`config.mk`:
```
export PLATFORM = sky130hd
export DESIGN_NAME = add_sequencer_flat
export DESIGN_NICKNAME = d
export VERILOG_FILES = /design/src/rtl/add_sequencer_if.sv /design/src/rtl/add_sequencer.sv /design/src/flat_wrapper.sv
export SDC_FILE = /design/constraint.sdc
export NUM_CORES = 1
export LEC_CHECK = 0
export BUFFER_PORTS_ARGS = -buffer_cell sky130_fd_sc_hd__buf_2
export CAP_MARGIN = 30
export CORE_MARGIN = 2
export CORE_UTILIZATION = 45
export DETAILED_ROUTE_END_ITERATION = 6
export PLACE_DENSITY = 0.76
export SKIP_CTS_REPAIR_TIMING = 1
export SYNTH_ARGS = -nofsm -noshare
export SYNTH_HDL_FRONTEND = slang
export SYNTH_SLANG_ARGS = --single-unit
```
`constraint.sdc`:
```
create_clock -name clk -period 1.25 [get_ports clk]
set_input_delay 0.0625 -clock clk [delete_from_list [all_inputs] [get_ports clk]]
set_output_delay 0.0625 -clock clk [all_outputs]
set_load 0.01 [all_outputs]
```
`src/rtl/add_sequencer_if.sv`:
```
// ============================================================================
// Module      : add_sequencer_if
// Description : Nibble-wide bus between add_sequencer and the shared 4-bit
//               carry-lookahead adder.
// Revision    : 1.0 - initial release
// ============================================================================
`default_nettype none

interface add_sequencer_if;
    logic [3:0] add_a;
    logic [3:0] add_b;
    logic       add_cin;
    logic       add_en;
    logic [3:0] add_sum;
    logic       add_cout;

    modport master (
        output add_a, add_b, add_cin, add_en,
        input  add_sum, add_cout
    );

    modport slave (
        input  add_a, add_b, add_cin, add_en,
        output add_sum, add_cout
    );
endinterface

`default_nettype wire

```
`src/rtl/add_sequencer.sv`:
```
// ============================================================================
// Module      : add_sequencer
// Description : Two-requester round-robin add/subtract sequencer driving a
//               shared 4-bit adder one nibble per cycle. Define ADDSEQ_OVF_EN
//               to build the signed-overflow flag (ovf is tied 0 otherwise).
// Revision    : 1.0 - initial release
// ============================================================================
`default_nettype none

module add_sequencer #(
    parameter int WIDTH = 8
) (
    input  wire logic             clk,
    input  wire logic             rst_n,
    input  wire logic [1:0]       req,
    input  wire logic [WIDTH-1:0] a0,
    input  wire logic [WIDTH-1:0] b0,
    input  wire logic             sub0,
    input  wire logic [WIDTH-1:0] a1,
    input  wire logic [WIDTH-1:0] b1,
    input  wire logic             sub1,
    output logic [1:0]            gnt,
    output logic [1:0]            done,
    output logic                  busy,
    output logic [WIDTH-1:0]      result,
    output logic                  cout,
    output logic                  ovf,
    add_sequencer_if.master       adder
);

    localparam int c_NIB   = WIDTH / 4;
    localparam int c_IDX_W = (c_NIB > 1) ? $clog2(c_NIB) : 1;

    typedef enum logic [1:0] {
        S_IDLE = 2'd0,
        S_RUN  = 2'd1,
        S_DONE = 2'd2
    } state_t;

    state_t             r_state;
    state_t             w_state_next;
    logic [WIDTH-1:0]   r_a;
    logic [WIDTH-1:0]   r_b;
    logic [WIDTH-1:0]   r_acc;
    logic [WIDTH-1:0]   r_result;
    logic [c_IDX_W-1:0] r_idx;
    logic               r_carry;
    logic               r_owner;
    logic               r_rr;
    logic               r_cout;
    logic               w_start;
    logic               w_winner;
    logic               w_last;
    logic               w_sel_sub;
    logic [WIDTH-1:0]   w_sel_a;
    logic [WIDTH-1:0]   w_sel_b;
    logic [WIDTH-1:0]   w_res_full;
    logic [1:0]         w_owner_oh;

    // Round-robin pointer only matters when both requesters collide.
    assign w_winner   = (req == 2'b11) ? r_rr : req[1];
    assign w_sel_a    = w_winner ? a1 : a0;
    assign w_sel_b    = w_winner ? b1 : b0;
    assign w_sel_sub  = w_winner ? sub1 : sub0;
    assign w_last     = (r_idx == c_IDX_W'(c_NIB - 1));
    assign w_owner_oh = {r_owner, ~r_owner};

    always_ff @(posedge clk or negedge rst_n) begin
        if (!rst_n) begin
            r_state <= S_IDLE;
        end else begin
            r_state <= w_state_next;
        end
    end

    always_comb begin
        w_state_next = r_state;
        w_start      = 1'b0;
        busy         = 1'b0;
        gnt          = 2'b00;
        done         = 2'b00;
        case (r_state)
            S_IDLE: begin
                if (|req) begin
                    w_start      = 1'b1;
                    w_state_next = S_RUN;
                end
            end
            S_RUN: begin
                busy = 1'b1;
                gnt  = w_owner_oh;
                if (w_last) begin
                    w_state_next = S_DONE;
                end
            end
            S_DONE: begin
                busy         = 1'b1;
                gnt          = w_owner_oh;
                done         = w_owner_oh;
                w_state_next = S_IDLE;
            end
            default: w_state_next = S_IDLE;
        endcase
    end

    // Nibble select toward the adder, and merge of its sum into the accumulator.
    always_comb begin
        adder.add_a   = 4'd0;
        adder.add_b   = 4'd0;
        adder.add_cin = 1'b0;
        adder.add_en  = 1'b0;
        w_res_full    = r_acc;
        if (r_state == S_RUN) begin
            adder.add_cin = r_carry;
            adder.add_en  = 1'b1;
            for (int n = 0; n < c_NIB; n++) begin
                if (r_idx == c_IDX_W'(n)) begin
                    adder.add_a         = r_a[n*4 +: 4];
                    adder.add_b         = r_b[n*4 +: 4];
                    w_res_full[n*4 +: 4] = adder.add_sum;
                end
            end
        end
    end

    always_ff @(posedge clk or negedge rst_n) begin
        if (!rst_n) begin
            r_a      <= '0;
            r_b      <= '0;
            r_acc    <= '0;
            r_result <= '0;
            r_idx    <= '0;
            r_carry  <= 1'b0;
            r_owner  <= 1'b0;
            r_rr     <= 1'b0;
            r_cout   <= 1'b0;
        end else begin
            if (w_start) begin
                r_a     <= w_sel_a;
                r_b     <= w_sel_sub ? ~w_sel_b : w_sel_b;
                r_carry <= w_sel_sub;
                r_owner <= w_winner;
                r_idx   <= '0;
            end
            if (r_state == S_RUN) begin
                r_acc   <= w_res_full;
                r_carry <= adder.add_cout;
                r_idx   <= r_idx + 1'b1;
                if (w_last) begin
                    r_result <= w_res_full;
                    r_cout   <= adder.add_cout;
                end
            end
            if (r_state == S_DONE) begin
                r_rr <= ~r_owner;
            end
        end
    end

`ifdef ADDSEQ_OVF_EN
    logic r_ovf;

    always_ff @(posedge clk or negedge rst_n) begin
        if (!rst_n) begin
            r_ovf <= 1'b0;
        end else if ((r_state == S_RUN) && w_last) begin
            r_ovf <= (r_a[WIDTH-1] == r_b[WIDTH-1]) &&
                     (w_res_full[WIDTH-1] != r_a[WIDTH-1]);
        end
    end

    assign ovf = r_ovf;
`else
    assign ovf = 1'b0;
`endif

    assign result = r_result;
    assign cout   = r_cout;

endmodule

`default_nettype wire

```
`src/flat_wrapper.sv`:
```
// flat-port wrapper written by rule: the top's interface ports become plain ports
module add_sequencer_flat 
#(
    parameter int WIDTH = 8
)
  (clk, rst_n, req, a0, b0, sub0, a1, b1, sub1, gnt, done, busy, result, cout, ovf, adder_add_a, adder_add_b, adder_add_cin, adder_add_en, adder_add_sum, adder_add_cout);
  add_sequencer_if adder_i ();
  input  wire logic clk;
  input  wire logic rst_n;
  input  wire logic [1:0] req;
  input  wire logic [WIDTH-1:0] a0;
  input  wire logic [WIDTH-1:0] b0;
  input  wire logic sub0;
  input  wire logic [WIDTH-1:0] a1;
  input  wire logic [WIDTH-1:0] b1;
  input  wire logic sub1;
  output logic [1:0] gnt;
  output logic [1:0] done;
  output logic busy;
  output logic [WIDTH-1:0] result;
  output logic cout;
  output logic ovf;
  output wire logic [$bits(adder_i.add_a)-1:0] adder_add_a;
  output wire logic [$bits(adder_i.add_b)-1:0] adder_add_b;
  output wire logic [$bits(adder_i.add_cin)-1:0] adder_add_cin;
  output wire logic [$bits(adder_i.add_en)-1:0] adder_add_en;
  input wire logic [$bits(adder_i.add_sum)-1:0] adder_add_sum;
  input wire logic [$bits(adder_i.add_cout)-1:0] adder_add_cout;
  assign adder_add_a = adder_i.add_a;
  assign adder_add_b = adder_i.add_b;
  assign adder_add_cin = adder_i.add_cin;
  assign adder_add_en = adder_i.add_en;
  assign adder_i.add_sum = adder_add_sum;
  assign adder_i.add_cout = adder_add_cout;
  add_sequencer #(.WIDTH(WIDTH)) u_core (.clk(clk), .rst_n(rst_n), .req(req), .a0(a0), .b0(b0), .sub0(sub0), .a1(a1), .b1(b1), .sub1(sub1), .gnt(gnt), .done(done), .busy(busy), .result(result), .cout(cout), .ovf(ovf), .adder(adder_i));
endmodule
```
==> qor.csv, run 1 <==
metric,value,unit
status,"finished, violations left",
failing checks,setup timing,
drt via density,5.28,
largest area contributor in the netlist,dfrtp_1,
std cell rows,24,
CP max-delay cell,dfrtp_2,
Die Area,5010,sq um
Final Util,69.6,%
crit share post-route,115,%
GRT Overall Usage,18.2,%
boundary pin count,68,
worst min path class,in2reg,
CP Max Fanout,10,
arrival time at the worst endpoint,1380,ps
worst reg-to-reg setup slack,-150,ps
reg-to-reg startpoint,u_core.r_state[1]$_DFFE_PN0P_,
synthesized area per cell,9.98,sq um
YS warnings,0,
post-route setup TNS,-3670,ps
Final Max Slew Viols,0,
Num Clock Sinks,35,
Root Driver,clkbuf_8,
Final Setup Violations,39,
PD cells,2520,nW/um^2
top cell type's share of synthesized area,43.7,%
Synth cell types,37,
largest net degree at the start of global routing,36,
first-pass GRT wire length,7200,microns
drt wl/cell,15.4,microns
IO Port Bufs,66,
Area Growth Syn to Fin,50.0,%
routability cong.,0.750,
unrepaired setup endpoints after global routing,yes,
clk buf depth,2,
Hold Startpoint,adder_add_sum[3],
Seq cells post-synth,35,
clk_skew,8.91,ps
FMAX,695,MHz
CP endpoint kind,output port,
final hold vios,0,
worst-path cell chain,buf_12 -> mux2i_2 -> nor2_4 -> buf_6,
Worst-Skew Late Latency,300,ps
most frequent cells in the layout,"buf_2 (57), dfrtp_1 (34), buf_4 (18)",
area of the core,4320,sq um
Hold Path Stages,2,
end of the worst hold path,u_core.r_acc[3]$_DFFE_PN0P_,
predominant post-synthesis flop cell,dfrtp_1,
Die W,70.8,microns
critical path launch point type,register,
Layout Nets,333,
vias in the first global route,1582,
overflow left after global routing,0,
Post-Layout Cell Count,340,
Syn Std Cell Area,2010,sq um
Synth area leaders,"dfrtp_1 (44%), xor2_1 (7.0%), mux2_2 (5.1%)",
minimum clock period,1440,ps
CTS tree,done,
# diodes,0,
Die Y,70.8,microns
"most common cell after layout, fill and taps aside",buf_2,
crit-path max cell delay,400,ps
Num CTS Buffers,5,
DR vias,1794,
fin worst setup slack,-189,ps
DRT Pass-1 Iters,4,
"Seq/Total Area, Yosys",43.7,%
"EDFF count, synth",0,
"Reg clk slew, reported paths",80,ps
WL final,5220,microns
WP data required,1190,ps
reg2reg path depth,6,
DRC Markers,0,
initial core utilization,46.4,%
"Async S/R FF share, synth",100,%
FF-to-FF End,u_core.r_state[1]$_DFFE_PN0P_,
share of cells above drive strength 1,55.6,%
Final HPWL DP,3180,microns
remaining antenna violation count,0,
syn nets,247,
layout filler cell count,336,
Worst Setup Path Type,reg2out,
maximum capacitance violations,0,
initial antenna violation count,0,
synthesized instance count,201,
Static Leak,1.37,nW
DP Cell Count,317,
First DRT Iteration DRCs,74,
Peak VDD IR,1180,uV
H-tree Lvls,2,
-- synthesized netlist by cell type, drive strengths merged (5+ instances only) --
master,count
nand2,10
nand3,8
nor3,8
mux2i,8
a21oi,10
o21ai,11
nor2,18
xor2,16
a31oi,9
o31ai,8
dfrtp,35
a21o,5
buf,16
mux2,9
inv,6
-- layer usage --
metal	track usage (%)	vias up	routed length (microns)	share of wire, %
met4	7.55	0	110	2.1
met2	31.0	59	2690	52
met5	0	-	0	0
met1	22.3	854	2170	42
met3	4.13	9	242	4.6
li1	-	872	-	-
-- metrics by stage --
step / total power, mW / setup slack, ps / hold slack (ps) / cell area, sq um
floorplan: 4.13 / -44.3 / -233 / 2040
global placement: 5.03 / -31.9 / 121 / 2440
detailed placement: 5.12 / -65.1 / 120 / 2440
CTS: 5.94 / -265 / -203 / 2530
global route: 8.02 / -245 / 19.4 / 3010
finish: 7.57 / -189 / 11.8 / 3010
-- registers in the layout (all words and copies together), names as in the netlist --
| register | flops |
|---|---|
| u_core.cout | 1 |
| u_core.r_idx | 1 |
| u_core.r_b | 8 |
| u_core.r_rr | 1 |
| u_core.r_state | 2 |
| u_core.result | 8 |
| u_core.r_a | 8 |
| u_core.r_carry | 1 |
| u_core.r_owner | 1 |
| u_core.r_acc | 4 |
-- report_power, final --
group / switching [mW] / internal, mW / total [mW]
clock: 0.444 / 0.387 / 0.832
combinational: 2.10 / 2.49 / 4.59
sequential: 0.436 / 1.71 / 2.15
-- logic make-up after synthesis --
family	synth area share [%]
muxes	9.05
DFF	43.7
AOI/OAI and AO/OA	15.7
buffers and inverters	8.05
adders and majority gates	1.87
other	0.187
xor gates and xnor gates	6.99
and+or+nand+nor	14.5
-- worst max-delay path: cells and delay by family, from the launching register on --
kind	cells	cell delay [ps]
DFF	1	400
and+or+nand+nor	1	70
buffers and inverters	2	300
muxes	1	290
-- worst max-delay path by stage --
stage,endpoint,start
after detailed placement,u_core.r_state[1]$_DFFE_PN0P_,u_core.r_state[0]$_DFFE_PN0P_
final,adder_add_b[1],u_core.r_idx$_DFFE_PN0P_
after global routing,adder_add_b[1],u_core.r_idx$_DFFE_PN0P_
after floorplan,u_core.r_state[1]$_DFFE_PN0P_,u_core.r_state[0]$_DFFE_PN0P_
after global placement,u_core.r_state[1]$_DFFE_PN0P_,u_core.r_state[0]$_DFFE_PN0P_
after CTS,adder_add_b[2],u_core.r_state[1]$_DFFE_PN0P_
-- final cells by class --
type / instances / area [sq um] / share of cell area [%]
multi-input combinational: 146 / 1270 / 42.2
sequential: 35 / 877 / 29.1
timing repair buffer: 93 / 684 / 22.7
clock buffer: 5 / 68.8 / 2.29
tap: 52 / 65.1 / 2.16
inverter: 6 / 25.0 / 0.832
clock inverter: 3 / 20.0 / 0.665
Note: power is estimated with default switching activity, not from simulation.
==> run 2, diff against run 1 <==
--- a/config.mk
+++ b/config.mk
@@ -9,2 +9,3 @@
 export CAP_MARGIN = 30
+export CORE_ASPECT_RATIO = 0.6
 export CORE_MARGIN = 2
--- a/constraint.sdc
+++ b/constraint.sdc
@@ -3,2 +3,2 @@
 set_output_delay 0.0625 -clock clk [all_outputs]
-set_load 0.01 [all_outputs]
+set_load 0.1 [all_outputs]
==> run 2 against run 1 <==
- the run still ends with setup timing left
- clock skew decreased by 4.0 ps
- setup slack worse by 120 ps
- routed wire length rose by 30%
- non-clock buffer count up 4
- global-route usage is 2.9 points higher
- flip-flop and latch count unchanged
- cell area up 11%
- fmax shrank 7.6%
- critical endpoint is now adder_add_b[3]
==> qor.csv, run 2 (synthesized netlist as in run 1, its figures left out) <==
metric,value,unit,change
Root Driver,clkbuf_8,,
maximum capacitance violations,0,,unchanged
Final Util,79.7,%,+10 points
Num CTS Buffers,5,,unchanged
vias in the first global route,1742,,+10%
Layout Nets,337,,+1.2%
CTS tree,done,,
drt wl/cell,19.3,microns,+25%
DR vias,1988,,+11%
CP max-delay cell,dfrtp_1,,
boundary pin count,68,,unchanged
Num Clock Sinks,35,,unchanged
Final HPWL DP,3740,microns,+18%
final hold vios,0,,unchanged
GRT Overall Usage,21.1,%,+2.9 points
area of the core,4190,sq um,-3.1%
minimum clock period,1560,ps,+119 ps
initial antenna violation count,0,,unchanged
Die Area,5020,sq um,+0.36%
"Reg clk slew, reported paths",70,ps,about the same
Slew Limit Headroom,58.2,%,
routability cong.,0.837,,+12%
overflow left after global routing,0,,unchanged
DRC Markers,0,,unchanged
crit-path max cell delay,400,ps,about the same
crit share post-route,125,%,+9.5 points
CP Max Fanout,12,,+2
clk buf depth,2,,unchanged
Worst-Skew Late Latency,300,ps,about the same
drt via density,5.65,,+7.0%
met2 WL,3380,microns,+26%
Final Setup Violations,49,,+26%
highest routed layer,met4,,
unrepaired setup endpoints after global routing,yes,,
Final Max Slew Viols,0,,unchanged
failing checks,setup timing,,
Area Growth Syn to Fin,66.4,%,
share of cells above drive strength 1,60.3,%,+4.7 points
CP endpoint kind,output port,,
Die Y,55.7,microns,-21%
met3 routed WL,567,microns,+130%
remaining antenna violation count,0,,unchanged
Die W,90.2,microns,+27%
worst min path class,in2reg,,
most frequent cells in the layout,"buf_2 (51), dfrtp_1 (34), xor2_1 (16), buf_12 (16), buf_4 (13)",,
"most common cell after layout, fill and taps aside",buf_2,,
clk_skew,4.90,ps,-4.02 ps
H-tree Lvls,2,,unchanged
status,"finished, violations left",,
slew at the pin closest to its max-slew limit,626,ps,
std cell rows,18,,-25%
# diodes,0,,unchanged
First DRT Iteration DRCs,108,,+46%
arrival time at the worst endpoint,1500,ps,+120 ps
first-pass GRT wire length,8250,microns,+15%
Worst Setup Path Type,reg2out,,
fin worst setup slack,-308,ps,-119 ps
worst-path cell chain,inv_2 -> ha_4 -> buf_6 -> inv_8 -> nor2_4 -> buf_12,,
WP data required,1190,ps,about the same
FMAX,642,MHz,-7.6%
critical path launch point type,register,,
wl on met1,2680,microns,+23%
initial core utilization,47.9,%,+1.5 points
final hold slack,10.4,ps,-1.37 ps
DRT Pass-1 Iters,4,,unchanged
WL final,6780,microns,+30%
IO Port Bufs,66,,unchanged
largest net degree at the start of global routing,21,,-42%
[run 2: cell types whose count changed in the layout (fill, tap and decap cells not counted), moves of 5 or more]
cell | before | now
mux2_2 | 9 | 2
buf_2 | 57 | 51
mux2_4 | 0 | 7
nor2_1 | 9 | 1
buf_4 | 18 | 13
buf_12 | 4 | 16
[run 2: metrics by stage]
stage	TNS [ps]	std cells	area, sq um	worst slack [ps]
after floorplan	-7230	201	2130	-402
after global placement	-351	328	2750	-106
after detailed placement	-1450	328	2750	-136
after CTS	-6540	336	2840	-364
after global routing	-9570	352	3340	-367
final	-7570	352	3340	-308
[run 2: layout make-up]
cell class	count	area, sq um
Clock buffer	6	72.6
Clock inverter	2	12.5
Fill cell	242	852
Inverter	6	30.0
Multi-Input combinational cell	146	1370
Sequential cell	35	877
Tap cell	60	75.1
Timing Repair Buffer	97	898
[run 2: worst paths after layout]
kind | slack, ps | start | depth (start not counted) | endpoint
worst max-delay path | -310 | u_core.r_state[1]$_DFFE_PN0P_ | 6 | adder_add_b[3]
worst max register to register | -310 | u_core.r_state[1]$_DFFE_PN0P_ | 6 | u_core.r_state[1]$_DFFE_PN0P_
max in group asynchronous | 430 | rst_n | 3 | u_core.r_a[1]$_DFFE_PN0P_
min in group asynchronous | 250 | rst_n | 2 | u_core.r_b[5]$_DFFE_PN0P_
worst min-delay path | 10 | adder_add_sum[0] | 2 | u_core.r_acc[0]$_DFFE_PN0P_
worst min register to register | 480 | u_core.result[7]$_DFFE_PN0P_ | 1 | u_core.result[7]$_DFFE_PN0P_
[run 2: worst max-delay path: cells and delay by family (launching register included)]
family        cells  cell delay, ps
simple gates      1             140
fa+ha+maj         1             160
flops             1             400
buf+inv           4             500
[run 2: layer usage]
metal  global-route usage (%)  up-vias
li1                         -      889
met2                     30.5      110
met3                     4.88       15
met4                     10.3        0
met5                        0        -
met1                     30.0      974
Power of run 2 is left out: the tool's default activity adds up to more than one toggle a clock period on the data nets, which glitch-free logic cannot reach.
